$ cat config.mk
export PLATFORM = sky130hd
export DESIGN_NAME = vec_magnitude
export DESIGN_NICKNAME = d
export VERILOG_FILES = /design/src/rtl/vec_magnitude.sv
export SDC_FILE = /design/constraint.sdc
export NUM_CORES = 1
export LEC_CHECK = 0
export CELL_PAD_IN_SITES_DETAIL_PLACEMENT = 0
export CELL_PAD_IN_SITES_GLOBAL_PLACEMENT = 2
export CORE_MARGIN = 2
export CORE_UTILIZATION = 43
export CTS_BUF_LIST = sky130_fd_sc_hd__clkbuf_8
export DETAILED_ROUTE_END_ITERATION = 8
export PLACE_DENSITY_LB_ADDON = 0.1
export SLEW_MARGIN = 20
export SYNTH_ARGS = -nofsm -noshare
export SYNTH_HDL_FRONTEND = slang
export SYNTH_SLANG_ARGS = --single-unit
$ cat constraint.sdc
create_clock -name clk -period 10.55 [get_ports clk]
set_input_delay 2.11 -clock clk [delete_from_list [all_inputs] [get_ports clk]]
set_output_delay 2.11 -clock clk [all_outputs]
set_load 0.01 [all_outputs]
$ cat src/rtl/vec_magnitude.sv
// rtl/vec_magnitude.sv - integer square root of x*x+y*y or x*y, one root bit per cycle
module vec_magnitude #(
    parameter int W     = 8,
    parameter int ROUND = 0
) (
    input  logic         clk,
    input  logic         rst,
    input  logic         in_valid,
    output logic         in_ready,
    input  logic [W-1:0] x,
    input  logic [W-1:0] y,
    input  logic         mode,
    output logic         out_valid,
    input  logic         out_ready,
    output logic [W:0]   mag,
    output logic [W+1:0] rem,
    output logic         busy
);

    localparam int R  = W + 1;
    localparam int CW = $clog2(R);

    typedef enum logic [1:0] {
        IDLE = 2'd0,
        CALC = 2'd1,
        DONE = 2'd2
    } state_t;

    state_t state;
    state_t state_nxt;

    // Radicand, left-aligned: its top two bits are consumed each CALC edge.
    logic [2*R-1:0] s_reg;
    logic [R-1:0]   root_reg;
    logic [W+1:0]   prem;
    logic [CW-1:0]  cnt;

    logic [2*W-1:0] xx;
    logic [2*W-1:0] yy;
    logic [2*W-1:0] xy;
    logic [2*W:0]   s_calc;

    logic [W+3:0]   shifted;
    logic [W+3:0]   trial;
    logic [W+3:0]   diff;
    logic           ge;
    logic [R-1:0]   next_root;
    logic [W+1:0]   next_rem;
    logic           round_up;
    logic [W:0]     mag_nxt;

    logic           accept;
    logic           last_step;

    assign accept    = (state == IDLE) && in_valid;
    assign last_step = (state == CALC) && (cnt == '0);

    assign in_ready  = (state == IDLE);
    assign out_valid = (state == DONE);
    assign busy      = (state != IDLE);

    // Operand product/sum of squares, widened so nothing can overflow.
    always_comb begin
        xx     = {{W{1'b0}}, x} * {{W{1'b0}}, x};
        yy     = {{W{1'b0}}, y} * {{W{1'b0}}, y};
        xy     = {{W{1'b0}}, x} * {{W{1'b0}}, y};
        s_calc = mode ? {1'b0, xy} : ({1'b0, xx} + {1'b0, yy});
    end

    // One restoring square-root step plus the rounding decision on the result it yields.
    always_comb begin
        shifted   = {prem, s_reg[2*R-1 -: 2]};
        trial     = {1'b0, root_reg, 2'b01};
        diff      = shifted - trial;
        ge        = (shifted >= trial);
        next_root = {root_reg[R-2:0], ge};
        next_rem  = ge ? diff[W+1:0] : shifted[W+1:0];
        round_up  = (ROUND != 0) && (next_rem > {1'b0, next_root});
        mag_nxt   = round_up ? (next_root + R'(1)) : next_root;
    end

    // State register.
    always_ff @(posedge clk) begin
        if (rst) begin
            state <= IDLE;
        end else begin
            state <= state_nxt;
        end
    end

    // Next-state logic: accept in IDLE, R steps in CALC, hold in DONE until taken.
    always_comb begin
        state_nxt = state;
        case (state)
            IDLE:    if (in_valid)  state_nxt = CALC;
            CALC:    if (cnt == '0) state_nxt = DONE;
            DONE:    if (out_ready) state_nxt = IDLE;
            default: state_nxt = IDLE;
        endcase
    end

    // Datapath: load radicand on accept, iterate in CALC, publish results entering DONE.
    always_ff @(posedge clk) begin
        if (rst) begin
            s_reg    <= '0;
            root_reg <= '0;
            prem     <= '0;
            cnt      <= '0;
            mag      <= '0;
            rem      <= '0;
        end else if (accept) begin
            s_reg    <= {1'b0, s_calc};
            root_reg <= '0;
            prem     <= '0;
            cnt      <= CW'(R - 1);
        end else if (state == CALC) begin
            s_reg    <= {s_reg[2*R-3:0], 2'b00};
            root_reg <= next_root;
            prem     <= next_rem;
            if (cnt != '0) begin
                cnt <= cnt - CW'(1);
            end
            if (last_step) begin
                mag <= mag_nxt;
                rem <= next_rem;
            end
        end
    end

endmodule

Yosys cells after proc, flatten, opt, wreduce, memory -nomap -nowiden. Index checks and enable logic that the tools add are counted.

Shifts and indexed selects: 0. Div/mod/pow operators: 0. Reductions and logical operators: 13. Multipliers: 3. Muxes and demuxes: 11. Eq/ne operators: 5. Add/subtract/negate cells: 3. Bitwise logic cells: 1. Magnitude comparators: 1.

Operators with widths (number): $mux W17 (3); $mul A8 B8 Y16 (3); $add A16 B16 Y17 (1); $ge A12 B11 Y1 (1); $mux W4 (3); $mux W10 (1); $sub A10 B10 Y10 (1); $mux W2 (3); $pmux W2 S3 (1); $reduce_and A3 Y1 (2); $reduce_bool A2 Y1 (3); $logic_not A4 Y1 (1); $ne A2 B2 Y1 const B (2); $reduce_and A2 Y1 (2); $reduce_bool A4 Y1 (1); $sub A4 B1 Y4 const B (1); $eq A2 B1 Y1 const B (1); $eq A2 B2 Y1 const B (1); $logic_and A1 B1 Y1 (2); $logic_not A2 Y1 (1); $ne A2 B1 Y1 const B (1); $reduce_or A2 Y1 (1); $not A1 Y1 (1).

Input bits: 21. Memories: 0. Bits in read-only memories: 0. Flip-flop bits (word level): 62. RAM bits: 0. Bits in latches: 0. Output and inout port bits: 22.

Longest topological paths before layout.
Depth after elaboration: 4. Depth in mapped cells: 20.

Worst setup path before layout. No wires, ideal clock.

Path type: input port to flip-flop. Start: input port y[5]. End: register s_reg[12]. Arrival: 7.105 ns. Stages: 18. Required time: 10.467 ns. Buffers on the path: 1. Setup time: 0.082 ns. Path slack: 3.362 ns. Path through: clkbuf_1 nand2_1 fa_1 inv_1 fa_1 fa_1 fa_1 fa_1 inv_1 fa_1 inv_1 ha_1 a21oi_1 nor2_1 a211oi_1 a21boi_0 o31a_1 o221ai_1.

Longest elaborated chain between the ends: 4.

Ends and longest elaborated chain: from (decl) (line 11) `input logic [W-1:0] y,`; $mul A8 B8 Y16 (line 65) `yy = {{W{1'b0}}, y} * {{W{1'b0}}, y};`; $add A16 B16 Y17 (line 67) `s_calc = mode ? {1'b0, xy} : ({1'b0, xx} + {1'b0, yy});`; $mux W17 * (line 67); $mux W17 * (line 111) `end else if (accept) begin`; to (signal assigned) (line 112) `s_reg <= {1'b0, s_calc};`; to (signal assigned) (line 117) `s_reg <= {s_reg[2*R-3:0], 2'b00};`; to (decl) (line 33) `logic [2*R-1:0] s_reg;`.

Mark *: on every way between the ends. The rest lies on a longest branch, timed or not. A chain may end at the register's enable or synchronous reset.

Worst setup path in the final report. Ends and elaborated chain as after synthesis.

==> results.yml <==
run_status:
  status: "completed"
sta:
  slew_headroom: 0.291
  finalCritPeriodShare: 0.758
  max_freq_mhz: 125
  maxSlewViolCount: 0
  rsz0062_at_grt: "false"
  tightest_slew_ps: 1060
  finalSetupViolations: 0
  tns_ps: 0
  finalHoldViolCount: 0
  finalClockSkew_ps: 13.0
  final.min_clock_period_ps: 8000
  fin_ws_ps: 2550
critical_path:
  cp-end-kind: "flip-flop"
  crit_family: "adder cells"
  path_class: "in2reg"
  worst-path-buf-inv: 4
  cp_cell_sequence: "clkdlybuf4s50_1 -> inv_1 -> nor2_1 -> fa_1 -> fa_1 -> fa_1 -> fa_1 -> fa_1 -> inv_1 -> fa_1 -> inv_1 -> ha_1 -> a21oi_1 -> nor2_1 -> a211oi_1 -> a21boi_0 -> o31a_1 -> o221ai_1"
  worstPathMaxFanout: 16
  crit_top_cell: "fa_1"
  cpPeakStageDelay_ps: 910
  critPathRequiredTime_ps: 10820
  crit_arrival_ps: 8270
  crit_slowest_cell: "clkdlybuf4s50_1"
  startpoint_type: "input pin"
grt:
  grt_overflow: 0
  antenna_found_initial: 0
  grt_pass1_vias: 7023
  grt_pass1_wl_um: 36500
  grt_max_degree: 44
  grt.total_usage: 0.209
clock_network:
  clock-root-buffer: "clkbuf_8"
  post_cts_buffers: 0
  ctsResizeCount: 0
  numCtsBuffers: 9
  clk_pin_slew_ps: 70
  clk_latency_ps: 350
  cts_hold_buf: 0
  clockBufferDepth: 2
  htree_levels: 3
  cts_sinks: 62
  cts_tree: "built"
drt:
  route.layer.met1.wl_um: 10200
  avgRoutedWirePerCell_um: 16.1
  antenna_left: 0
  vias: 6734
  wl_met3_um: 423
  drtIter0Drc: 376
  wirelength_um: 21400
  route.detailed.drc: 0
  drtPass1Iterations: 4
  avgViaCountPerCell: 5.09
  wl_met2_um: 10500
  top_layer: "met4"
yosys:
  netlist.area_leader.share: 0.255
  synth_area_per_cell_um2: 8.49
  async_reset_ff_frac: 0
  synth_seq_cells: 62
  syn_inst: 1034
  syn_nets: 1273
  ys_warn_count: 0
  ys.flop_type: "dfxtp_1"
  ys_top_cells_by_area: "fa_1 (26%), ha_1 (15%), dfxtp_1 (14%), inv_1 (7.1%), and2_1 (4.8%)"
  synth_area_mm2: 0.00878
  synth-edff-count: 0
  ys_seq_area_frac: 0.141
  synth_cell_types: 64
  synth.largest_area_cell: "fa_1"
cells_and_area:
  final_cell_mix: "inv_1 (167), fa_1 (112), nand2_1 (109)"
  mostFrequentLayoutCell: "inv_1"
  largest_register_ffs: 18
  finish.net_count: 1289
  antenna_cells: 0
  fin_util: 0.477
  drive_gt1_frac: 0.0342
  fillers: 2070
  area_growth_pct: 9.52
placement:
  io_buffer_count: 42
  dp_slack_ps: 2190
  place_hpwl_um: 17100
  place_congestion: 0.807
pwr:
  internal_power_uw: 1180
  max-vdd-ir-drop_v: 0.000185
  pwr-share-seq: 0.117
  power_leakage_uw: 0.00456
  pwr-share-clk: 0.101
  pwr-share-comb: 0.782
  p_per_area_mw_per_mm2: 247
  netSwitchingFraction: 0.504
  power.switching_uw: 1200
floorplanning:
  row_count: 52
  start_util: 0.435
  die_height_um: 147
  core-area_mm2: 0.0202
  die_area_mm2: 0.0216
  fp.dieW_um: 147
  io_pins: 43
flow_run:
  max_cap_viol_count: 0
hold_path:
  hold_class: "reg2reg"
metrics by stage:
stage / std cells / hold WS (ps) / total power, uW / instance area (um^2)
after floorplan: 1034 / 432 / 1690 / 8780
after global placement: 1309 / 446 / 2160 / 9400
after detailed placement: 1309 / 447 / 2140 / 9400
after CTS: 1324 / 456 / 2390 / 9620
after global routing: 1324 / 480 / 2650 / 9620
final: 1324 / 453 / 2370 / 9620
layer usage:
metal / vias to the layer above / GRT usage
met4: 0 / 0.0399
met5: - / 0
li1: 3410 / -
met2: 92 / 0.376
met3: 15 / 0.0146
met1: 3217 / 0.281
worst register-to-register path: stages (launching register included):
cell and delay, ps:
dfxtp_1 430, inv_1 70, ha_1 390, a21oi_1 290, o31ai_4 90, a21o_1 200, a21o_4 300, mux2_4 360
o31ai_4 150
worst paths after layout:
path | endpoint | from | slack (ps) | cells past startpoint
worst max-delay path | s_reg[12] | y[5] | 2550 | 18
worst min-delay path | mag[8] | mag[8] | 450 | 2
worst min register to register | mag[8] | mag[8] | 450 | 2
worst max register to register | rem[1] | root_reg[3] | 8190 | 8
Yosys cell counts (all sizes together) (7+ instances only):
library cell  number
o21ai             35
and3              18
nor3              16
and2              68
fa               112
a221oi             7
xnor2             15
nor2              58
dfxtp             62
inv              168
ha               106
nand3             13
a21o              12
mux2i             19
a31oi              8
a21oi             65
a211oi            21
nand2            109
nor2b             10
buf                7
clkbuf            34
power groups by stage:
| stage | clock [uW] | combinational (uW) | sequential [uW] |
|---|---|---|---|
| floorplan | 0 | 1410 | 280 |
| global placement | 0 | 1880 | 284 |
| detailed placement | 0 | 1850 | 284 |
| CTS | 243 | 1870 | 279 |
| global route | 252 | 2120 | 282 |
| finish | 238 | 1850 | 278 |
cell families (layout without fill, tap and decap cells):
| logic type | count (synthesis) | count (layout) | synth area share |
|---|---|---|---|
| compound gates | 189 | 189 | 0.140 |
| fa+ha+maj | 218 | 218 | 0.406 |
| simple gates | 314 | 314 | 0.176 |
| buf+inv | 210 | 230 | 0.0923 |
| flops | 62 | 62 | 0.141 |
| xor+xnor | 20 | 20 | 0.0199 |
| mux | 21 | 21 | 0.0247 |
final cells by class:
class                      instances  area, um^2  area share
clock inverter                     4        70.1     0.00729
tap                              270         338      0.0351
clock buffer                      11         151      0.0157
timing repair buffer              46         450      0.0468
multi-input combinational        762        6730       0.700
inverter                         169         634      0.0660
sequential                        62        1240       0.129
Power figures use the tool's default switching activity.
